`src/rtl/data_wrapper.sv`:
```
// data_wrapper: byte-stream framer.
// Each contiguous rx_dv run is buffered as one packet in a payload FIFO and
// re-emitted as preamble, SFD, payload, 1-byte XOR FCS, then an idle gap.
// Ports:
//   clk    - clock, all logic on rising edge
//   rst    - asynchronous active-high reset, clears all state
//   rxd    - receive byte, sampled when rx_dv=1
//   rx_dv  - receive valid; a maximal run of 1s is one packet
//   txd    - transmit byte (registered, 00 when tx_en=0)
//   tx_en  - transmit enable (registered), high for every frame byte
module data_wrapper #(
  parameter int         PRE_LEN    = 7,
  parameter logic [7:0] PRE_BYTE   = 8'h55,
  parameter logic [7:0] SFD_BYTE   = 8'hD5,
  parameter int         IFG_LEN    = 2,
  parameter int         FIFO_DEPTH = 32
) (
  input  logic       clk,
  input  logic       rst,
  input  logic [7:0] rxd,
  input  logic       rx_dv,
  output logic [7:0] txd,
  output logic       tx_en
);
  localparam int         AW    = $clog2(FIFO_DEPTH);
  localparam int         PW    = AW + 1;
  localparam logic [7:0] PRE_L = 8'(PRE_LEN);
  localparam logic [7:0] IFG_L = 8'(IFG_LEN);

  typedef enum logic [2:0] {IDLE, PRE, SFD, DATA, FCS, IFG} state_t;

  // ---------------- input stage + FIFO ----------------
  logic [7:0]            hold_d;
  logic                  hold_vld;
  logic                  drop;       // rest of current packet is discarded
  logic                  pkt_wrote;  // current packet has >=1 accepted entry
  logic [7:0]            mem_d [FIFO_DEPTH];
  logic [FIFO_DEPTH-1:0] mem_e;
  logic [AW:0]           wr_ptr, rd_ptr;
  logic [AW-1:0]         last_idx;
  logic                  full, empty, push_req, push, pop, ovf, hold_eop;

  assign empty    = (wr_ptr == rd_ptr);
  assign full     = (wr_ptr[AW] != rd_ptr[AW]) && (wr_ptr[AW-1:0] == rd_ptr[AW-1:0]);
  // The held byte is the last of its packet when rx_dv has dropped by now.
  assign hold_eop = !rx_dv;
  assign push_req = hold_vld && !drop;
  // A pop in the same cycle frees a slot, so a full FIFO still accepts.
  assign push     = push_req && (!full || pop);
  assign ovf      = push_req && full && !pop;
  assign last_idx = wr_ptr[AW-1:0] - AW'(1);

  always_ff @(posedge clk or posedge rst) begin
    if (rst) begin
      hold_vld  <= 1'b0;
      hold_d    <= 8'h00;
      drop      <= 1'b0;
      pkt_wrote <= 1'b0;
      wr_ptr    <= '0;
    end else begin
      hold_vld <= rx_dv;
      if (rx_dv) hold_d <= rxd;
      if (push)  wr_ptr <= wr_ptr + PW'(1);
      if (hold_vld) begin
        if (hold_eop) begin
          drop      <= 1'b0;
          pkt_wrote <= 1'b0;
        end else begin
          if (ovf)  drop      <= 1'b1;
          if (push) pkt_wrote <= 1'b1;
        end
      end
    end
  end

  // On overflow the newest entry is still unread (FIFO full, no pop), so it
  // can be retagged as EOP to close the truncated frame.
  always_ff @(posedge clk) begin
    if (push) begin
      mem_d[wr_ptr[AW-1:0]] <= hold_d;
      mem_e[wr_ptr[AW-1:0]] <= hold_eop;
    end else if (ovf && pkt_wrote) begin
      mem_e[last_idx] <= 1'b1;
    end
  end

  // ---------------- output FSM ----------------
  // state names what is currently on the line.
  state_t     state, state_n;
  logic [7:0] cnt, cnt_n, acc, acc_n, txd_n, rd_d;
  logic       tx_en_n, last_eop, last_eop_n, rd_e;

  assign rd_d = mem_d[rd_ptr[AW-1:0]];
  assign rd_e = mem_e[rd_ptr[AW-1:0]];

  always_comb begin
    state_n    = state;
    cnt_n      = cnt;
    acc_n      = acc;
    last_eop_n = last_eop;
    txd_n      = 8'h00;
    tx_en_n    = 1'b0;
    pop        = 1'b0;
    case (state)
      IDLE: if (!empty) begin
        state_n = PRE;
        cnt_n   = 8'd1;
        acc_n   = 8'h00;
        txd_n   = PRE_BYTE;
        tx_en_n = 1'b1;
      end
      PRE: begin
        tx_en_n = 1'b1;
        if (cnt == PRE_L) begin
          state_n = SFD;
          txd_n   = SFD_BYTE;
        end else begin
          cnt_n = cnt + 8'd1;
          txd_n = PRE_BYTE;
        end
      end
      SFD: begin
        state_n    = DATA;
        last_eop_n = 1'b0;
      end
      DATA: if (last_eop) begin
        state_n = FCS;
        txd_n   = acc;
        tx_en_n = 1'b1;
      end
      FCS: begin
        state_n = (IFG_LEN > 1) ? IFG : IDLE;
        cnt_n   = 8'd1;
      end
      IFG: begin
        if (cnt == IFG_L - 8'd1) state_n = IDLE;
        else                     cnt_n   = cnt + 8'd1;
      end
      default: state_n = IDLE;
    endcase
    // Payload fetch: from SFD into the first byte, and within DATA until the
    // EOP entry has gone out. An empty FIFO here just stalls with tx_en=0.
    if ((state == SFD || (state == DATA && !last_eop)) && !empty) begin
      pop        = 1'b1;
      txd_n      = rd_d;
      tx_en_n    = 1'b1;
      acc_n      = acc ^ rd_d;
      last_eop_n = rd_e;
    end
  end

  always_ff @(posedge clk or posedge rst) begin
    if (rst) begin
      state    <= IDLE;
      cnt      <= 8'h00;
      acc      <= 8'h00;
      last_eop <= 1'b0;
      rd_ptr   <= '0;
      txd      <= 8'h00;
      tx_en    <= 1'b0;
    end else begin
      state    <= state_n;
      cnt      <= cnt_n;
      acc      <= acc_n;
      last_eop <= last_eop_n;
      txd      <= txd_n;
      tx_en    <= tx_en_n;
      if (pop) rd_ptr <= rd_ptr + PW'(1);
    end
  end
endmodule

```
`config.mk`:
```
export PLATFORM = sky130hd
export DESIGN_NAME = data_wrapper
export DESIGN_NICKNAME = d
export VERILOG_FILES = /design/src/rtl/data_wrapper.sv
export SDC_FILE = /design/constraint.sdc
export NUM_CORES = 1
export LEC_CHECK = 0
export BUFFER_PORTS_ARGS = -buffer_cell sky130_fd_sc_hd__clkbuf_2
export CAP_MARGIN = 20
export CORE_ASPECT_RATIO = 2
export CORE_MARGIN = 2
export CORE_UTILIZATION = 38
export CTS_BUF_LIST = sky130_fd_sc_hd__clkbuf_4 sky130_fd_sc_hd__clkbuf_8 sky130_fd_sc_hd__clkbuf_16
export DETAILED_ROUTE_END_ITERATION = 16
export HOLD_SLACK_MARGIN = 0.1
export SETUP_SLACK_MARGIN = 0.5
export SLEW_MARGIN = 20
export SYNTH_ARGS = -nofsm -noshare
export SYNTH_HDL_FRONTEND = slang
export SYNTH_SLANG_ARGS = --single-unit
export TNS_END_PERCENT = 20
```
`constraint.sdc`:
```
create_clock -name clk -period 3.39 [get_ports clk]
set_input_delay 0.339 -clock clk [delete_from_list [all_inputs] [get_ports clk]]
set_output_delay 0.339 -clock clk [all_outputs]
set_load 0.01 [all_outputs]
```
* Word-level counts from Yosys, hierarchy flattened
Memory sizes are Yosys's and may differ from the RTL's.
Index checks and enable logic that the tools add are counted.
W data, S select, Z words.
** Word-level totals
- Flip-flop bits (word level) :: 84
- Bits in latches :: 0
- Bits in writable memories :: 256
- Bits in read-only memories :: 0
- Output and inout bits :: 9
- Memories kept :: 1
** Memories
- mem_d :: words 32, bits a word 8, read ports 1, clocked after Yosys merged registers in 0, write ports 1, RTL line 37 : logic [7:0] mem_d [FIFO_DEPTH];
** Cells by class
- Add/subtract/negate cells :: 4
- Multipliers :: 0
- Div/mod/pow operators :: 0
- Magnitude comparators :: 5
- Equal/unequal tests :: 19
- Shift-type cells :: 0
- Multiplexer cells :: 39
- Bitwise logic cells :: 2
- Reduce and logical (&&, ||, !) cells :: 28
** Operators by type and width (count)
- $mux W8 :: 9
- $mux W32 :: 2
- $bwmux W32 :: 1
- $or A32 B32 Y32 :: 1
- $pmux W8 S4 :: 1
- $pmux W8 S3 :: 1
- $lt A5 B6 Y1 const B :: 3
- $pmux W3 S6 :: 1
- $mux W1 :: 15
- $add A6 B1 Y6 const B :: 2
- $mux W3 :: 4
- $ne A2 B2 Y1 const B :: 6
- $demux W1 S5 :: 2
- $ge A5 B1 Y1 const B :: 2
- $logic_and A1 B1 Y1 :: 10
- $add A8 B1 Y8 const B :: 1
- $eq A8 B1 Y1 const B :: 1
- $eq A8 B3 Y1 const B :: 1
- $reduce_and A4 Y1 :: 2
- $xor A8 B8 Y8 :: 1
- $mux W7 :: 1
- $eq A3 B2 Y1 const B :: 2
- $eq A3 B3 Y1 const B :: 2
- $eq A6 B6 Y1 :: 1
- other kinds (13) :: 25

* Depth between registers and ports, before layout
- Depth in word-level cells :: 10
- Gate-level depth with buffers :: 9
- Gate-level depth less buffers :: 7

* Least setup slack after synthesis
Ideal clock, no wire load.
- Path kind :: flip-flop to flip-flop
- Start :: register state[2]
- End :: memory mem_d[31][0], enable pin
- Setup time :: 0.370 ns
- Arrival time :: 1.941 ns
- Required time :: 3.020 ns
- Path slack :: 1.078 ns
- Cell stages (with the launch flop) :: 8
- Cells stage by stage :: dfrtp_1 -> nand2b_1 -> a21oi_1 -> o41a_1 -> buf_2 -> nand2_2 -> buf_4 -> nor2_1
** Between the ends
- Word-level cells in the longest chain between the ends :: 9
- Elaborated cells between the ends (all ways) :: 10
- Classes of those cells :: eq/ne (2); mux (3); reduce/logical (5)
** RTL lines
- start: declaration :: RTL line 89 : state_t state, state_n;
- start signal: assignment :: RTL line 162 : state <= state_n;
- $eq A3 B2 Y1 :: RTL line 143 : if ((state == SFD || (state == DATA && !last_eop)) && !empty) begin
- $logic_and A1 B1 Y1 :: RTL line 143
- $logic_or A1 B1 Y1 (*) :: RTL line 143
- $logic_and A1 B1 Y1 (*) :: RTL line 143
- $mux W1 (*) :: RTL line 143
- $logic_or A1 B1 Y1 (*) :: RTL line 49 : assign push = push_req && (!full || pop);
- $logic_and A1 B1 Y1 (*) :: RTL line 49
- $mux W1 (*) :: RTL line 79 : if (push) begin
- $mux W1 (implied by the code) (*) :: RTL line 80 : mem_d[wr_ptr[AW-1:0]] <= hold_d;
- end: declaration :: RTL line 37
Every way passes the cells marked *; elsewhere a longest branch is shown, timed or not.

* Worst setup path in the final report
- Start :: register wr_ptr[1]
- End :: memory mem_d[31][0], enable pin
** Between the ends
- Word-level cells in the longest chain between the ends :: 8
- Elaborated cells between the ends (all ways) :: 11
- Classes of those cells :: eq/ne (2); mux (3); reduce/logical (6)
** RTL lines
- start: declaration :: RTL line 39 : logic [AW:0] wr_ptr, rd_ptr;
- start signal: assignment :: RTL line 63 : if (push) wr_ptr <= wr_ptr + PW'(1);
- $eq A6 B6 Y1 :: RTL line 43 : assign empty = (wr_ptr == rd_ptr);
- $logic_not A1 Y1 :: RTL line 143
- $logic_and A1 B1 Y1 :: RTL line 143
- $mux W1 :: RTL line 143
- $logic_or A1 B1 Y1 :: RTL line 49
- $logic_and A1 B1 Y1 :: RTL line 49
- $mux W1 :: RTL line 79
- $mux W1 (implied by the code) :: RTL line 80
Parallel ways exist; a longest one is shown, timed or not.

==> impl_metrics.yaml <==
floorplan:
  die_w_um: 144
  coreArea_mm2: 0.0388
  rows: 102
  dieArea_mm2: 0.0411
  ios: 20
  initial_core_util: 0.386
  dieHeight_um: 285
yosys:
  synth_enable_flop_cells: 288
  syn_avg_cell_area_um2: 15.5
  yosys.area.top_type: "edfxtp_1"
  synthesis.area_mm2: 0.0150
  syn-instance-count: 966
  async_flop_share: 0.153
  synth_top_cell_area_share: 0.577
  synth-seq-area-share: 0.664
  synth_area_leaders: "edfxtp_1 (58%), dfrtp_1 (8.7%), mux4_2 (5.0%)"
  synth_flop_cell: "edfxtp_1"
  syn-num-nets: 986
  ys_seq_elements: 340
  ys_types: 69
  synth_warnings: 0
timing:
  max_freq_mhz: 350
  final_hold_viol_count: 0
  min_period_ps: 2860
  fin_skew_ps: 9.27
  tightestPinTransition_ps: 988
  final_max_slew_viol_count: 0
  setup_tns_ps: 0
  maxSlewHeadroom: 0.338
  setup_viol: 0
  finalCritPeriodShare: 0.843
  rsz0062_at_grt: "yes"
worst_setup_path:
  path_max_fanout: 18
  cp_data_arrival_time_ps: 3120
  worstSetupPathType: "flip-flop to flip-flop"
  cp.required_ps: 3650
  critPathCaptureType: "flip-flop"
  cp-start-kind: "flip-flop"
global_route:
  grt_use_total: 0.194
  antenna_found_initial: 0
  grt_pass1_wl_um: 57700
  grt_max_degree: 75
  first_global_vias: 8742
  overflow: 0
finish:
  final_layout_size_suffix_gt1_frac: 0.179
  syn_to_final_growth_pct: 10.1
  fillCellCount: 3543
  nets: 997
  finalNonFillerCells: 1520
power_and_ir_drop:
  seqPwrFrac: 0.406
  power.density_mw_per_mm2: 809
  irDropWorstVdd_v: 0.000442
  p_leak_nw: 5.58
  switching_power_mw: 4.71
  internal-power_mw: 8.64
  power.share.clock: 0.257
  power.share.switching: 0.353
  pwr-share-comb: 0.337
placement:
  dp_hpwl_um: 27300
  port_buffers: 19
  placedCellCount: 1458
  place_congestion: 0.867
clock_tree:
  clock_sinks: 340
  clk_path_buf_depth: 3
  numCtsBuffers: 28
  cts_setup_buffers: 0
  tritoncts: "yes"
  ctsHtreeMaxLevel: 1
  clk_latency_ps: 570
  path_clk_slew_ps: 70
  root_buffer: "clkbuf_16"
run_status:
  status: "finished, final reports clean"
route:
  drc: 0
  drt-initial-drc-count: 848
  wire_per_inst_um: 25.7
  first_pass_iters: 5
  viasPerCell: 5.65
  ant_nets: 0
  dr_total_vias: 8584
  wl_um: 39100
job:
  drv_cap: 0
min_path:
  min_path_type: "input port to flip-flop"
## routing by layer
layer  share of wire  global-route usage  vias up
met5               0                   0        -
met4           0.068               0.112        0
met3           0.032              0.0134      101
met2            0.57               0.375      302
met1            0.32               0.199     4387
li1                -                   -     3794
## final timing paths
check                               end      start  cells past startpoint  slack [ps]
min in group asynchronous     hold_d[5]        rst                      3         410
max reg2reg                mem_d[31][0]  wr_ptr[1]                      5         530
max                        mem_d[31][0]  wr_ptr[1]                      5         530
max in group asynchronous     hold_d[4]        rst                      4        2210
min reg2reg                      acc[1]     acc[1]                      1         480
min                            hold_vld      rx_dv                      1         170
## power groups by stage
stage / clock, mW / combinational [mW] / sequential, mW
floorplan: 0 / 3.37 / 5.32
global placement: 0 / 4.43 / 5.51
detailed placement: 0 / 4.46 / 5.51
CTS: 3.48 / 4.48 / 5.42
global route: 3.62 / 4.75 / 5.46
finish: 3.44 / 4.50 / 5.42
## kinds of logic (layout without fill, tap and decap cells)
logic type	count (synthesis)	after routing	synth area share
compound gates	199	199	0.0900
xor+xnor	16	16	0.00935
fa+ha+maj	9	9	0.00752
buf+inv	77	109	0.0362
flops	340	340	0.664
mux	122	122	0.127
other cells	0	2	0
simple gates	203	203	0.0659
## through the flow
stage | power [mW] | area (um2) | hold WS (ps) | utilization | worst slack [ps]
2_1_floorplan | 8.69 | 15000 | 370 | - | 1080
3_3_place_gp | 9.94 | 15400 | 462 | 0.398 | 606
3_5_place_dp | 9.97 | 15400 | 467 | 0.398 | 546
4_1_cts | 13.4 | 16500 | 156 | 0.425 | 514
5_1_grt | 13.8 | 16500 | 194 | 0.425 | 389
6_report | 13.4 | 16500 | 171 | 0.425 | 533
## synthesized netlist by cell type, types with 3 or more instances
cell type  instances
edfxtp_1         288
mux2i_1           65
nor2_1            56
dfrtp_1           52
o21ai_0           52
a21oi_1           44
nand3_1           39
nand2_1           38
mux4_2            33
o21ai_1           22
clkbuf_1          21
mux4_1            16
nor2b_1           14
xnor2_1           13
o22ai_1           12
buf_2             11
buf_6             11
nor3_1            10
ha_1               9
or2_2              9
a221oi_1           8
a221oi_2           8
buf_4              8
mux2_2             8
o221ai_1           8
buf_1              7
inv_1              7
nand2b_1           7
a211o_1            6
a211oi_2           6
a31oi_1            6
buf_12             6
a21o_1             5
a22o_1             5
nand2_2            5
nand4_1            5
and3_1             3
clkbuf_4           3
or2_1              3
xor2_1             3
## flip-flops by register name, summed over array words and instances, names as in the netlist
| name | flops |
|---|---|
| mem_d | 256 |
| mem_e | 32 |
| acc | 8 |
| cnt | 8 |
| hold_d | 8 |
| txd | 8 |
| rd_ptr | 6 |
| wr_ptr | 6 |
| state | 3 |
| drop | 1 |
| hold_vld | 1 |
| last_eop | 1 |
| pkt_wrote | 1 |
| tx_en | 1 |
## critical path, stage by stage, from the launching register on
cell     delay [ps]
dfrtp_1         540
xnor2_1         340
nand3_2         220
o41a_2          660
nand2_2         470
nor2_1          310
## timing repair
action	CTS	global route
resized for setup	1	3
hold buffers	9	0
endpoints found under the setup margin	8	237
gates cloned	0	0
endpoints found under the hold margin	38	0
## cells in the final DEF, fill, tap and decap left out, types with 16 or more instances in the layout
master	n
o21ai_0	52
clkbuf_16	29
mux4_1	16
a21oi_1	44
nand2_1	38
nand3_1	39
dfrtp_1	41
edfxtp_1	288
clkbuf_2	19
mux2i_1	65
buf_4	21
mux4_2	33
o21ai_1	22
nor2_1	52
## area by class of cell
type	instances	area (um2)	area share
well taps	520	651	0.0394
repair buffers	51	383	0.0232
clock buffers	32	748	0.0454
flip-flops and latches	340	9970	0.604
diodes	2	5.00	0.000303
multi-input cells	549	4500	0.273
clock inverters	19	214	0.0130
inverters	7	26.3	0.00159
Power figures use the tool's default switching activity.
